### src/rtl/updown_bound_counter.sv
// updown_bound_counter
//
// Parametrised up/down counter with runtime bounds, programmable step,
// wrap-or-saturate behaviour, a ping-pong mode and registered
// overflow/underflow pulses. Usable as an event, address or PWM-ramp counter.
//
// Ports
//   clk    rising-edge clock
//   clr    synchronous active-low reset (highest priority)
//   en     count enable
//   ld     synchronous load of d_in (beats en, loses to clr)
//   d_in   load value, taken unclamped
//   mode   00 down, 01 up, 10 ping-pong, 11 hold
//   sat    1 = saturate at bound, 0 = wrap to opposite bound (modes 00/01)
//   step   unsigned step magnitude
//   lo/hi  unsigned lower/upper bounds
//   count  registered count
//   dir    registered direction (1 = up); doubles as the ping-pong FSM state
//   ovf    registered pulse: a step tried to go above hi
//   unf    registered pulse: a step tried to go below lo
//   at_hi  combinational, count == hi
//   at_lo  combinational, count == lo
//   err    combinational, hi < lo (enabled steps are suppressed)
//
// There is no valid/ready handshake on this block: every input is sampled on
// every rising clk edge and every registered output reflects the previous edge.

module updown_bound_counter #(
  parameter int WIDTH = 8
) (
  input  logic             clk,
  input  logic             clr,
  input  logic             en,
  input  logic             ld,
  input  logic [WIDTH-1:0] d_in,
  input  logic [1:0]       mode,
  input  logic             sat,
  input  logic [WIDTH-1:0] step,
  input  logic [WIDTH-1:0] lo,
  input  logic [WIDTH-1:0] hi,
  output logic [WIDTH-1:0] count,
  output logic             dir,
  output logic             ovf,
  output logic             unf,
  output logic             at_hi,
  output logic             at_lo,
  output logic             err
);

  // Direction register is the ping-pong FSM state; it is visible on dir.
  typedef enum logic {
    DIR_DN = 1'b0,
    DIR_UP = 1'b1
  } dir_e;

  localparam logic [1:0] MODE_DOWN = 2'b00;
  localparam logic [1:0] MODE_UP   = 2'b01;
  localparam logic [1:0] MODE_PP   = 2'b10;
  localparam logic [1:0] MODE_HOLD = 2'b11;

  dir_e             dir_q, dir_n;
  logic [WIDTH-1:0] count_q, count_n;
  logic             ovf_q, ovf_n;
  logic             unf_q, unf_n;

  // Up arithmetic carries one extra bit so count + step never loses its carry.
  logic [WIDTH:0]   up_sum;
  logic [WIDTH:0]   hi_ext;
  logic             up_over;   // up_sum >  hi
  logic             up_reach;  // up_sum >= hi

  // Down arithmetic: a borrow (count < step) always counts as below lo,
  // because the wrapped difference would otherwise look like a large value.
  logic             borrow;
  logic [WIDTH-1:0] dn_diff;
  logic             dn_under;  // true result <  lo
  logic             dn_reach;  // true result <= lo

  assign up_sum   = {1'b0, count_q} + {1'b0, step};
  assign hi_ext   = {1'b0, hi};
  assign up_over  = (up_sum > hi_ext);
  assign up_reach = (up_sum >= hi_ext);

  assign borrow   = (count_q < step);
  assign dn_diff  = count_q - step;
  assign dn_under = borrow || (dn_diff < lo);
  assign dn_reach = borrow || (dn_diff <= lo);

  assign err   = (hi < lo);
  assign at_hi = (count_q == hi);
  assign at_lo = (count_q == lo);

  // Next-state logic. clr is handled in the register block; everything else
  // (load, enabled step, hold) is decided here. Flags default to 0 so they
  // only pulse on cycles that actually offend.
  always_comb begin
    count_n = count_q;
    dir_n   = dir_q;
    ovf_n   = 1'b0;
    unf_n   = 1'b0;

    if (ld) begin
      count_n = d_in;
    end else if (en && !err) begin
      if (step == '0) begin
        // Zero step never moves the count or raises a flag; the fixed
        // direction modes still report their direction.
        if (mode == MODE_DOWN) dir_n = DIR_DN;
        else if (mode == MODE_UP) dir_n = DIR_UP;
      end else begin
        case (mode)
          MODE_UP: begin
            dir_n = DIR_UP;
            if (up_over) begin
              ovf_n   = 1'b1;
              count_n = sat ? hi : lo;
            end else begin
              count_n = up_sum[WIDTH-1:0];
            end
          end
          MODE_DOWN: begin
            dir_n = DIR_DN;
            if (dn_under) begin
              unf_n   = 1'b1;
              count_n = sat ? lo : hi;
            end else begin
              count_n = dn_diff;
            end
          end
          MODE_PP: begin
            // Reaching a bound exactly turns around without a flag;
            // overshooting it turns around and flags.
            if (dir_q == DIR_UP) begin
              if (up_reach) begin
                count_n = hi;
                dir_n   = DIR_DN;
                ovf_n   = up_over;
              end else begin
                count_n = up_sum[WIDTH-1:0];
              end
            end else begin
              if (dn_reach) begin
                count_n = lo;
                dir_n   = DIR_UP;
                unf_n   = dn_under;
              end else begin
                count_n = dn_diff;
              end
            end
          end
          MODE_HOLD: begin
            count_n = count_q;
          end
          default: begin
            count_n = count_q;
          end
        endcase
      end
    end
  end

  always_ff @(posedge clk) begin
    if (!clr) begin
      count_q <= '0;
      dir_q   <= DIR_UP;
      ovf_q   <= 1'b0;
      unf_q   <= 1'b0;
    end else begin
      count_q <= count_n;
      dir_q   <= dir_n;
      ovf_q   <= ovf_n;
      unf_q   <= unf_n;
    end
  end

  assign count = count_q;
  assign dir   = (dir_q == DIR_UP);
  assign ovf   = ovf_q;
  assign unf   = unf_q;

endmodule
### config.mk
export PLATFORM = sky130hd
export DESIGN_NAME = updown_bound_counter
export DESIGN_NICKNAME = d
export VERILOG_FILES = /design/src/rtl/updown_bound_counter.sv
export SDC_FILE = /design/constraint.sdc
export NUM_CORES = 1
export LEC_CHECK = 0
export CORE_MARGIN = 2
export CORE_UTILIZATION = 56
export DETAILED_ROUTE_END_ITERATION = 6
export PLACE_DENSITY = 0.93
export SKIP_CTS_REPAIR_TIMING = 1
export SYNTH_ARGS = -nofsm -noshare
export SYNTH_HDL_FRONTEND = slang
export SYNTH_SLANG_ARGS = --single-unit
export TNS_END_PERCENT = 1
### constraint.sdc
create_clock -name clk -period 9.8 [get_ports clk]
set_input_delay 1.47 -clock clk [delete_from_list [all_inputs] [get_ports clk]]
set_output_delay 1.47 -clock clk [all_outputs]
set_load 0.02 [all_outputs]
==> results.txt, run 1 <==
----------------------------------------------------
[Critical path]
  Library cell appearing most often on the critical path ... sky130_fd_sc_hd__clkdlybuf4s50_1
  Setup crit start kind ... primary input
  Worst path buffer plus inverter count ... 3
  Endpoint required time on the critical path ... 8.33 ns
  Critical R2R Launch ... count[1]$_SDFFE_PN0P_
  Element type at the critical path end ... output port
  Critical-path maximum fanout ... 4
  WP data arrival ... 4.22 ns
  Family of cells with the greatest summed delay on the critical path ... buffers and inverters
  Cells along the critical path ... clkdlybuf4s50_1, inv_1, ha_1, a2111oi_0, a2111oi_2, nor2_1, clkdlybuf4s50_1
  R2R depth ... 14
  Type of the worst setup path ... primary input to output port
  Endpoint of the lowest-slack register-to-register path ... count[2]$_SDFFE_PN0P_
  Cell type of the slowest stage on the worst timing path ... sky130_fd_sc_hd__a2111oi_0
  Max incr delay on CP ... 0.96 ns
  Logic depth of the worst path, buffers included ... 7
  Flop2flop setup slack ... 5.67 ns

[Synth]
  Post-synth top area cell ... sky130_fd_sc_hd__ha_1
  Distinct cell type count of the synthesized netlist ... 58
  Share of flip-flops with an asynchronous set or reset ... 0
  Sequential-to-total area share from yosys stat ... 0.07960
  Post-synthesis register bit count ... 11
  Net count of the mapped netlist ... 448
  Post-synth EDFFs ... 0
  Yosys warnings ... 0
  Post-synth design cell area ... 2766 um2
  Largest cells by area after synthesis ... sky130_fd_sc_hd__ha_1 (19%), sky130_fd_sc_hd__dfxtp_1 (8.0%), sky130_fd_sc_hd__xnor2_1 (7.9%)
  Top flip-flop cell by instance count after synthesis ... sky130_fd_sc_hd__dfxtp_1
  Top cell types by occurrence after synthesis ... sky130_fd_sc_hd__ha_1 (43), sky130_fd_sc_hd__inv_1 (32), sky130_fd_sc_hd__nand2_1 (29)
  Count of mapped cells out of synthesis ... 364
  Mean area per synthesized cell ... 7.600 um2
  Most frequent cell after synthesis ... sky130_fd_sc_hd__ha_1
  Top-area cell type share of the netlist area ... 0.1945

[Power and ir drop]
  Sw frac ... 0.4748
  Power density cells ... 109.3 nW/um2
  Share of power burned in registers ... 0.154
  Proportion of power drawn by combinational gates ... 0.716
  Power spent charging and discharging nets ... 174.3 uW
  Part of the power in the clock network ... 0.129
  Internal power contribution ... 192.7 uW
  Max IR drop VDD ... 0.05931 mV
  Leakage ... 1.429 nW
  Total Power Consumption ... 367.0 uW

[Die]
  I/O pin count ... 53
  Die X ... 74.29 um
  Core area ... 4755 um2
  Die outline height ... 74.29 um
  Die area ... 5518 um2
  Starting density of the core ... 0.5818
  Site row count ... 25

[Cells and area]
  ANT cells ... 0
  Utilization of the core after routing ... 0.7063
  Ratio of cells with drive above 1 in the final layout ... 0.05882
  Area Overhead vs Synth ... 21.39%
  Net count reported at finish ... 493
  Number of fill cells in the layout ... 394

[Placement]
  Placer Congestion ... 1.034
  HPWL after detailed placement ... 7206 um
  Number of buffers added on ports ... 52

[Clock tree]
  Max H-tree Level ... 1
  CTS Root Cell ... sky130_fd_sc_hd__clkbuf_8
  CTS buffer count ... 3
  Skew-Pair Late Insertion Delay ... 0.24 ns
  Clk buf depth ... 2
  Clock slew at the register clock pins of the worst setup and hold paths ... 0.05 ns
  CTS tree ... yes
  Sinks on Clock Net ... 11

[STA]
  RSZ-0062 raised after global routing ... no
  Pin slew with the least headroom to its limit ... 1.128 ns
  Finish-stage setup viols ... 0
  Hold Vio Cnt, Final ... 0
  Setup Total Neg Slack ... 0 ns
  Worst clock skew ... 0.007183 ns
  Highest attainable clock frequency ... 175.8 MHz
  Crit share post-route ... 0.5803
  Worst Hold Slack ... 0.6341 ns
  Worst rel slew slack ... 0.2283
  Min Tclk post-route ... 5.687 ns
  Slew Viols, Final ... 0

[Global routing]
  Initial antenna violation count ... 0
  All-Layer GR Usage ... 0.3356
  Global-route wire length before repair ... 14220 um
  Number of global-route vias before repair ... 2951
  GR Overflow Total ... 0
  Largest net degree at the start of global routing ... 29

[Routing]
  Total number of vias ... 3102
  Number of vias per cell after detailed routing ... 6.531
  Remaining antenna violation count ... 0
  Iteration-0 DRC Markers ... 396
  Average wire length per cell after detail routing ... 18.89 um
  Length of the first detailed-routing pass in iterations ... 7
  Aggregate routed wire length ... 8971 um
  DRC viols ... 0

[Hold path]
  Worst hold stages ... 2
  Type of the tightest min-delay check ... flip-flop to flip-flop
  Capture endpoint of the worst hold path ... dir$_SDFFE_PN1P_
  Hold path start ... dir$_SDFFE_PN1P_

[Job]
  Max cap viols ... 0

[Run status]
  Status ... finished clean

----------------------------------------------------
## layout make-up
class | instances | area [um2] | area share
Clock buffer | 4 | 45.04 | 0.01341
Inverter | 32 | 120.1 | 0.03577
Multi-Input combinational cell | 306 | 2346 | 0.6986
Sequential cell | 11 | 220.2 | 0.06557
Tap cell | 67 | 83.83 | 0.02496
Timing Repair Buffer | 55 | 543.0 | 0.1617
## cell usage in the layout, fill, tap and decap left out, types with 3 or more instances in the layout
| master | n |
|---|---|
| sky130_fd_sc_hd__a211oi_1 | 4 |
| sky130_fd_sc_hd__a21oi_1 | 17 |
| sky130_fd_sc_hd__a31oi_1 | 7 |
| sky130_fd_sc_hd__buf_4 | 3 |
| sky130_fd_sc_hd__clkbuf_8 | 3 |
| sky130_fd_sc_hd__clkdlybuf4s50_1 | 52 |
| sky130_fd_sc_hd__dfxtp_1 | 11 |
| sky130_fd_sc_hd__ha_1 | 43 |
| sky130_fd_sc_hd__inv_1 | 32 |
| sky130_fd_sc_hd__mux2_2 | 5 |
| sky130_fd_sc_hd__mux2i_1 | 18 |
| sky130_fd_sc_hd__nand2_1 | 29 |
| sky130_fd_sc_hd__nand2b_1 | 9 |
| sky130_fd_sc_hd__nand3_1 | 4 |
| sky130_fd_sc_hd__nand4_1 | 9 |
| sky130_fd_sc_hd__nor2_1 | 28 |
| sky130_fd_sc_hd__nor2b_1 | 6 |
| sky130_fd_sc_hd__nor3_1 | 4 |
| sky130_fd_sc_hd__nor4_1 | 3 |
| sky130_fd_sc_hd__nor4bb_1 | 3 |
| sky130_fd_sc_hd__o211a_1 | 3 |
| sky130_fd_sc_hd__o211ai_1 | 13 |
| sky130_fd_sc_hd__o21a_1 | 4 |
| sky130_fd_sc_hd__o21ai_0 | 22 |
| sky130_fd_sc_hd__o21ai_1 | 3 |
| sky130_fd_sc_hd__o22ai_1 | 7 |
| sky130_fd_sc_hd__o311ai_0 | 4 |
| sky130_fd_sc_hd__xnor2_1 | 25 |
## through the flow
step,cell area (um2),std cells,worst slack [ns]
after CTS,3358,475,4.236
after global placement,3313,471,4.227
after floorplan,2766,364,5.147
after global routing,3358,475,3.931
final,3358,475,4.113
after detailed placement,3313,471,4.130
## registers in the layout, indices dropped and copies added, names as in the netlist
signal,count
dir,1
unf,1
ovf,1
count,8
## worst register-to-register path: stages (launching register included)
cell	delay [ns]
sky130_fd_sc_hd__dfxtp_1	0.56
sky130_fd_sc_hd__ha_1	0.32
sky130_fd_sc_hd__nor2b_1	0.15
sky130_fd_sc_hd__o2111ai_1	0.28
sky130_fd_sc_hd__nand4_1	0.14
sky130_fd_sc_hd__a21oi_1	0.23
sky130_fd_sc_hd__xnor2_1	0.16
sky130_fd_sc_hd__ha_1	0.35
sky130_fd_sc_hd__nand4_1	0.13
sky130_fd_sc_hd__a211oi_1	0.30
sky130_fd_sc_hd__o21ai_0	0.19
sky130_fd_sc_hd__a21oi_2	0.48
sky130_fd_sc_hd__mux2_2	0.40
sky130_fd_sc_hd__a211oi_1	0.22
sky130_fd_sc_hd__o21ai_0	0.11
## logic make-up (layout without fill, tap and decap cells)
kind of cell | after synthesis | in the layout | share of synthesized area
buffers and inverters | 47 | 91 | 0.07237
flip-flops | 11 | 11 | 0.07960
AND/OR/NAND/NOR | 108 | 108 | 0.2040
multiplexers | 24 | 24 | 0.08955
AO/OA/AOI/OAI | 103 | 103 | 0.2632
adder cells (fa/ha/maj) | 45 | 45 | 0.2090
XOR/XNOR | 26 | 26 | 0.08232
## routing by layer
metal	GRT usage	wire, um	vias up
met5	0	0	-
met4	0.1667	366	0
met3	0.03659	841	34
met2	0.5367	3976	214
met1	0.4493	3787	1425
li1	-	-	1429
## power groups by stage
stage	clock [mW]	combinational (mW)	sequential [mW]
2_1_floorplan	0	0.177	0.0581
4_1_cts	0.0474	0.255	0.0563
6_report	0.0475	0.263	0.0567
5_1_grt	0.0500	0.283	0.0568
3_3_place_gp	0	0.248	0.0572
3_5_place_dp	0	0.253	0.0573
## how the worst max path moves through the flow
stage                     startpoint               endpoint  slack (ns)
after detailed placement     step[1]  count[2]$_SDFFE_PN0P_        4.13
final                          lo[1]                    err        4.11
after CTS                      lo[1]                    err        4.24
after global routing           lo[2]                    err        3.93
after global placement         lo[1]                    err        4.23
after floorplan              step[2]  count[2]$_SDFFE_PN0P_        5.15
No activity file was read; power rests on OpenSTA's default activity.
==> run 2: changes to the inputs <==
--- a/config.mk
+++ b/config.mk
@@ -6,9 +6,9 @@
 export NUM_CORES = 1
 export LEC_CHECK = 0
 export CORE_MARGIN = 2
-export CORE_UTILIZATION = 56
+export CORE_UTILIZATION = 49
 export DETAILED_ROUTE_END_ITERATION = 6
-export PLACE_DENSITY = 0.93
+export PLACE_DENSITY = 0.87
 export SKIP_CTS_REPAIR_TIMING = 1
 export SYNTH_ARGS = -nofsm -noshare
 export SYNTH_HDL_FRONTEND = slang
==> constraint.sdc (replaced) <==
create_clock -name clk -period 5 [get_ports clk]
set_input_delay 0.75 -clock clk [delete_from_list [all_inputs] [get_ports clk]]
set_output_delay 0.75 -clock clk [all_outputs]
set_load 0.02 [all_outputs]
==> results.txt, run 2 (synthesized netlist as in run 1, its figures left out) <==
----------------------------------------------------
[Global routing]
  GR Overflow Total ... 0 (unchanged)
  Global-route wire length before repair ... 13890 um (-2.3%)
  Initial antenna violation count ... 0 (unchanged)
  Largest net degree at the start of global routing ... 29 (unchanged)
  All-Layer GR Usage ... 0.2786 (-0.05697)
  Number of global-route vias before repair ... 2834 (-4.0%)

[Critical path]
  Cell type of the slowest stage on the worst timing path ... sky130_fd_sc_hd__clkdlybuf4s50_1
  WP data arrival ... 4.66 ns (+0.44 ns)
  Element type at the critical path end ... flip-flop
  Max incr delay on CP ... 0.46 ns (-0.50 ns)
  Endpoint required time on the critical path ... 5.12 ns (-3.21 ns)
  Setup crit start kind ... primary input
  Critical-path maximum fanout ... 7 (+3)
  Cells along the critical path ... clkdlybuf4s50_1, ha_1, fa_1, and2b_2, o311ai_2, nand2_1, xnor2_1, ha_1, a211oi_1, nand2_1, o22ai_1, o211a_1, mux2i_1, o22ai_1, a211oi_1, o21ai_0
  Type of the worst setup path ... primary input to flip-flop

[STA]
  Finish-stage setup viols ... 0 (unchanged)
  RSZ-0062 raised after global routing ... no
  Slew Viols, Final ... 0 (unchanged)
  Pin slew with the least headroom to its limit ... 1.079 ns (-0.04927 ns)
  Hold Vio Cnt, Final ... 0 (unchanged)
  Crit share post-route ... 0.9079
  Setup Total Neg Slack ... 0 ns (unchanged)
  Worst clock skew ... 0.001436 ns (-0.005748 ns)
  Min Tclk post-route ... 4.540 ns
  Highest attainable clock frequency ... 220.3 MHz
  Worst rel slew slack ... 0.2783 (+0.05004)

[Power and ir drop]
  Leakage ... 1.458 nW (+2.1%)
  Max IR drop VDD ... 0.1105 mV (+86%)
  Power density cells ... 214.6 nW/um2 (+96%)

[Placement]
  Total cell area at the placement stage ... 3364 um2 (+1.5%)
  HPWL after detailed placement ... 7069 um (-1.9%)
  Number of buffers added on ports ... 52 (unchanged)
  Placer Congestion ... 1.036 (+0.17%)

[Cells and area]
  Net count reported at finish ... 499 (+1.2%)
  Commonest non-fill, non-tap cells in the layout ... sky130_fd_sc_hd__clkdlybuf4s50_1 (52), sky130_fd_sc_hd__ha_1 (43), sky130_fd_sc_hd__inv_1 (32)
  Number of fill cells in the layout ... 491 (+25%)
  ANT cells ... 0 (unchanged)
  Most frequent standard cell in the layout excluding fill and tap cells ... sky130_fd_sc_hd__clkdlybuf4s50_1
  Max FFs per register ... 8 (unchanged)
  Area taken by flip-flops and latches ... 220.2 um2 (unchanged)
  Post-route cell area ... 3410 um2 (+1.5%)
  Footprint of the multi-input gates ... 2346 um2 (unchanged)
  Ratio of cells with drive above 1 in the final layout ... 0.07246 (+0.01364)
  Area Overhead vs Synth ... 23.25%

[Run status]
  Status ... finished clean

[Routing]
  Length of the first detailed-routing pass in iterations ... 5 (-2)
  Number of vias per cell after detailed routing ... 6.313 (-3.3%)
  Iteration-0 DRC Markers ... 280 (-29%)
  DRC viols ... 0 (unchanged)
  Total number of vias ... 3068 (-1.1%)
  Remaining antenna violation count ... 0 (unchanged)
  Aggregate routed wire length ... 8822 um (-1.7%)
  Average wire length per cell after detail routing ... 18.15 um (-3.9%)

[Clock tree]
  CTS Root Cell ... sky130_fd_sc_hd__clkbuf_8
  CTS buffer count ... 3 (unchanged)
  Sinks on Clock Net ... 11 (unchanged)
  CTS tree ... yes
  Clk buf depth ... 2 (unchanged)
  Clock slew at the register clock pins of the worst setup and hold paths ... 0.06 ns (about the same)
  Skew-Pair Late Insertion Delay ... 0.24 ns (about the same)
  Max H-tree Level ... 1 (unchanged)

[Die]
  Die outline height ... 79.14 um (+6.5%)
  Starting density of the core ... 0.5055 (-0.07636)
  Die X ... 79.14 um (+6.5%)
  Core area ... 5473 um2 (+15%)
  I/O pin count ... 53 (unchanged)
  Site row count ... 27 (+8.0%)
  Die area ... 6263 um2 (+13%)

[Job]
  Max cap viols ... 0 (unchanged)

[Hold path]
  Type of the tightest min-delay check ... flip-flop to flip-flop

----------------------------------------------------
==> run 2: path summary, 6_finish.rpt <==
path                                            start  slack (ns)  cells past startpoint                    end
worst max-delay path                          step[0]        0.46                     16  count[2]$_SDFFE_PN0P_
worst min-delay path                 dir$_SDFFE_PN1P_        0.60                      2       dir$_SDFFE_PN1P_
worst max register to register  count[0]$_SDFFE_PN0P_        1.01                     15  count[2]$_SDFFE_PN0P_
worst min register to register       dir$_SDFFE_PN1P_        0.60                      2       dir$_SDFFE_PN1P_
==> run 2: per-stage QoR <==
step | power, mW | hold slack, ns | worst slack (ns) | util | std cells
6_report | 0.7318 | 0.5963 | 0.4603 | 0.6230 | 486
5_1_grt | 0.7793 | 0.6694 | 0.2822 | 0.6230 | 486
4_1_cts | 0.7143 | 0.5987 | 0.5456 | 0.6230 | 486
3_5_place_dp | 0.6204 | 0.5851 | 0.3123 | 0.6148 | 482
3_3_place_gp | 0.6081 | 0.5704 | 0.4239 | 0.6148 | 482
2_1_floorplan | 0.4614 | 0.6301 | 1.067 | - | 364
==> run 2: where the power goes <==
part           internal [mW]  total, mW  switching, mW
clock                 0.0563     0.0952         0.0389
sequential            0.0941      0.111         0.0165
combinational          0.239      0.526          0.287
total                  0.389      0.732          0.343
==> run 2: layer usage <==
metal | track usage | vias to the layer above | routed length, um
met5 | 0 | - | 0
met4 | 0.08621 | 0 | 242
met3 | 0.04318 | 27 | 830
met2 | 0.4525 | 190 | 4082
met1 | 0.3783 | 1420 | 3667
li1 | - | 1431 | -
==> run 2: layout make-up <==
type                    count  area share
clock buffers               4     0.01321
inverters                  32     0.03523
multi-input cells         306      0.6881
flip-flops and latches     11     0.06459
well taps                  72     0.02642
repair buffers             61      0.1725
==> run 2: critical path: cells and delay by family <==
kind	cells	cell delay, ns
AO/OA/AOI/OAI	7	1.54
XOR/XNOR	1	0.26
adder cells (fa/ha/maj)	3	0.98
buffers and inverters	1	0.46
multiplexers	1	0.23
AND/OR/NAND/NOR	3	0.43
==> run 3: changes to the inputs <==
--- a/config.mk
+++ b/config.mk
@@ -5,7 +5,8 @@
 export SDC_FILE = /design/constraint.sdc
 export NUM_CORES = 1
 export LEC_CHECK = 0
-export CORE_MARGIN = 2
+export CORE_ASPECT_RATIO = 2
+export CORE_MARGIN = 5
 export CORE_UTILIZATION = 49
 export DETAILED_ROUTE_END_ITERATION = 6
 export PLACE_DENSITY = 0.87
==> results.txt, run 3 (synthesized netlist as in run 1, its figures left out) <==
----------------------------------------------------
[STA]
  Worst rel slew slack ... 0.5058 (+0.2274)
  Highest attainable clock frequency ... 214.2 MHz (-2.7%)
  Worst Hold Slack ... 0.6037 ns (+0.007369 ns)
  Crit share post-route ... 0.9335 (+0.02556)
  Worst clock skew ... 0.001424 ns (-0.00001124 ns)
  RSZ-0062 raised after global routing ... no
  Slew Viols, Final ... 0 (unchanged)
  Setup Total Neg Slack ... 0 ns (unchanged)
  Min Tclk post-route ... 4.668 ns (+0.1278 ns)
  Hold Vio Cnt, Final ... 0 (unchanged)
  Finish-stage setup viols ... 0 (unchanged)
  Pin slew with the least headroom to its limit ... 0.7336 ns (-0.3455 ns)

[Power and ir drop]
  Share of power burned in registers ... 0.154 (+0.003)
  Power spent charging and discharging nets ... 346.5 uW (+1.1%)
  Leakage ... 1.468 nW (+0.65%)
  Sw frac ... 0.4683 (about the same)
  Max IR drop VDD ... 0.1276 mV (+15%)
  Total Power Consumption ... 740.1 uW (+1.1%)
  Part of the power in the clock network ... 0.124 (-0.006)
  Power density cells ... 217.1 nW/um2 (+1.1%)
  Internal power contribution ... 393.5 uW (+1.1%)
  Proportion of power drawn by combinational gates ... 0.722 (+0.003)

[Cells and area]
  ANT cells ... 0 (unchanged)
  Net count reported at finish ... 501 (+0.40%)
  Area Overhead vs Synth ... 23.25% (unchanged)
  Max FFs per register ... 8 (unchanged)
  Ratio of cells with drive above 1 in the final layout ... 0.07692 (+0.004459)
  Non-filler instance count after layout ... 476 (-2.1%)
  Most frequent standard cell in the layout excluding fill and tap cells ... sky130_fd_sc_hd__clkdlybuf4s50_1
  Commonest non-fill, non-tap cells in the layout ... sky130_fd_sc_hd__clkdlybuf4s50_1 (52), sky130_fd_sc_hd__ha_1 (43), sky130_fd_sc_hd__inv_1 (32)

[Critical path]
  Flop2flop setup slack ... 0.80 ns (-0.21 ns)
  Endpoint of the lowest-slack register-to-register path ... count[2]$_SDFFE_PN0P_
  Critical R2R Launch ... count[1]$_SDFFE_PN0P_
  Element type at the critical path end ... flip-flop
  Endpoint required time on the critical path ... 5.11 ns (about the same)
  WP data arrival ... 4.78 ns (+0.12 ns)
  Setup crit start kind ... primary input
  Type of the worst setup path ... primary input to flip-flop
  Critical-path maximum fanout ... 5 (-2)
  R2R depth ... 14 (-1)

[Die]
  Site row count ... 38 (+41%)
  Die outline height ... 116.3 um (+47%)
  Die X ... 63.13 um (-20%)
  Starting density of the core ... 0.5059 (about the same)
  Core area ... 5468 um2 (about the same)
  Die area ... 7339 um2 (+17%)
  I/O pin count ... 53 (unchanged)

[Job]
  Max cap viols ... 0 (unchanged)

[Routing]
  Total number of vias ... 3047 (-0.68%)
  Number of vias per cell after detailed routing ... 6.401 (+1.4%)
  Length of the first detailed-routing pass in iterations ... 6 (+1)
  Average wire length per cell after detail routing ... 20.43 um (+13%)
  Remaining antenna violation count ... 0 (unchanged)
  DRC viols ... 0 (unchanged)
  Aggregate routed wire length ... 9725 um (+10%)
  Iteration-0 DRC Markers ... 214 (-24%)

[Global routing]
  All-Layer GR Usage ... 0.2578 (-0.02078)
  GR Overflow Total ... 0 (unchanged)
  Initial antenna violation count ... 0 (unchanged)
  Global-route wire length before repair ... 15150 um (+9.0%)
  Largest net degree at the start of global routing ... 20 (-31%)
  Number of global-route vias before repair ... 3131 (+10%)

[Placement]
  HPWL after detailed placement ... 8094 um (+14%)
  Number of buffers added on ports ... 52 (unchanged)
  Number of cells after detailed placement ... 472 (-2.1%)
  Placer Congestion ... 0.9433 (-9.0%)

[Run status]
  Status ... finished clean

[Clock tree]
  Sinks on Clock Net ... 11 (unchanged)
  Clk buf depth ... 2 (unchanged)
  CTS buffer count ... 3 (unchanged)
  CTS Root Cell ... sky130_fd_sc_hd__clkbuf_8
  CTS tree ... yes
  Max H-tree Level ... 1 (unchanged)
  Clock slew at the register clock pins of the worst setup and hold paths ... 0.05 ns (about the same)
  Skew-Pair Late Insertion Delay ... 0.24 ns (about the same)

[Hold path]
  Worst hold stages ... 2 (unchanged)
  Capture endpoint of the worst hold path ... dir$_SDFFE_PN1P_
  Hold path start ... dir$_SDFFE_PN1P_
  Type of the tightest min-delay check ... flip-flop to flip-flop

----------------------------------------------------
-- run 3: cell count changes in the layout (fill, tap and decap cells not counted), sizes merged --
cell	previous run	this run
buf	9	11
-- run 3: per-stage QoR --
stage | worst slack (ns) | instance area (um2) | utilization
4_1_cts | 0.4345 | 3410 | 0.6236
2_1_floorplan | 1.067 | 2766 | -
5_1_grt | 0.1723 | 3410 | 0.6236
3_5_place_dp | 0.2142 | 3364 | 0.6153
3_3_place_gp | 0.2910 | 3364 | 0.6153
6_report | 0.3324 | 3410 | 0.6236
-- run 3: layout make-up --
type | count | area [um2]
Fill cell | 484 | 2058
Tap cell | 60 | 75.07
Timing Repair Buffer | 63 | 603.1
Inverter | 32 | 120.1
Clock buffer | 4 | 45.04
Sequential cell | 11 | 220.2
Multi-Input combinational cell | 306 | 2346
-- run 3: per-layer routing --
metal / wire [um] / global-route usage / up-vias
met3: 760 / 0.03946 / 63
li1: - / - / 1433
met1: 3169 / 0.2474 / 1377
met2: 4987 / 0.4866 / 174
met5: 0 / 0 / -
met4: 807 / 0.1841 / 0
-- run 3: worst max-delay path by stage --
stage                        from                    end
after floorplan           step[2]  count[2]$_SDFFE_PN0P_
after global placement    step[1]  count[2]$_SDFFE_PN0P_
after detailed placement  step[1]  count[2]$_SDFFE_PN0P_
after CTS                 step[2]  count[2]$_SDFFE_PN0P_
after global routing      step[1]  count[2]$_SDFFE_PN0P_
final                     step[1]  count[2]$_SDFFE_PN0P_
-- run 3: power by group through the flow --
stage	combinational (mW)	sequential, mW	clock (mW)
6_report	0.534	0.114	0.0918
5_1_grt	0.574	0.115	0.0949
4_1_cts	0.524	0.113	0.0906
3_5_place_dp	0.521	0.114	0
3_3_place_gp	0.512	0.114	0
2_1_floorplan	0.348	0.114	0
-- run 3: worst max-delay path, cell delays in order --
cell and delay [ns]:
sky130_fd_sc_hd__clkdlybuf4s50_1 0.48, sky130_fd_sc_hd__inv_1 0.06, sky130_fd_sc_hd__ha_1 0.30, sky130_fd_sc_hd__nor2b_1 0.06, sky130_fd_sc_hd__o211a_1 0.23, sky130_fd_sc_hd__a2111oi_2 0.44, sky130_fd_sc_hd__xnor2_1 0.28, sky130_fd_sc_hd__inv_1 0.08
sky130_fd_sc_hd__ha_1 0.32, sky130_fd_sc_hd__nor3_1 0.06, sky130_fd_sc_hd__nor2_1 0.13, sky130_fd_sc_hd__o22ai_1 0.11, sky130_fd_sc_hd__o21ai_0 0.61, sky130_fd_sc_hd__mux2i_1 0.29, sky130_fd_sc_hd__o22ai_1 0.11, sky130_fd_sc_hd__a211oi_1 0.31
sky130_fd_sc_hd__o21ai_0 0.15
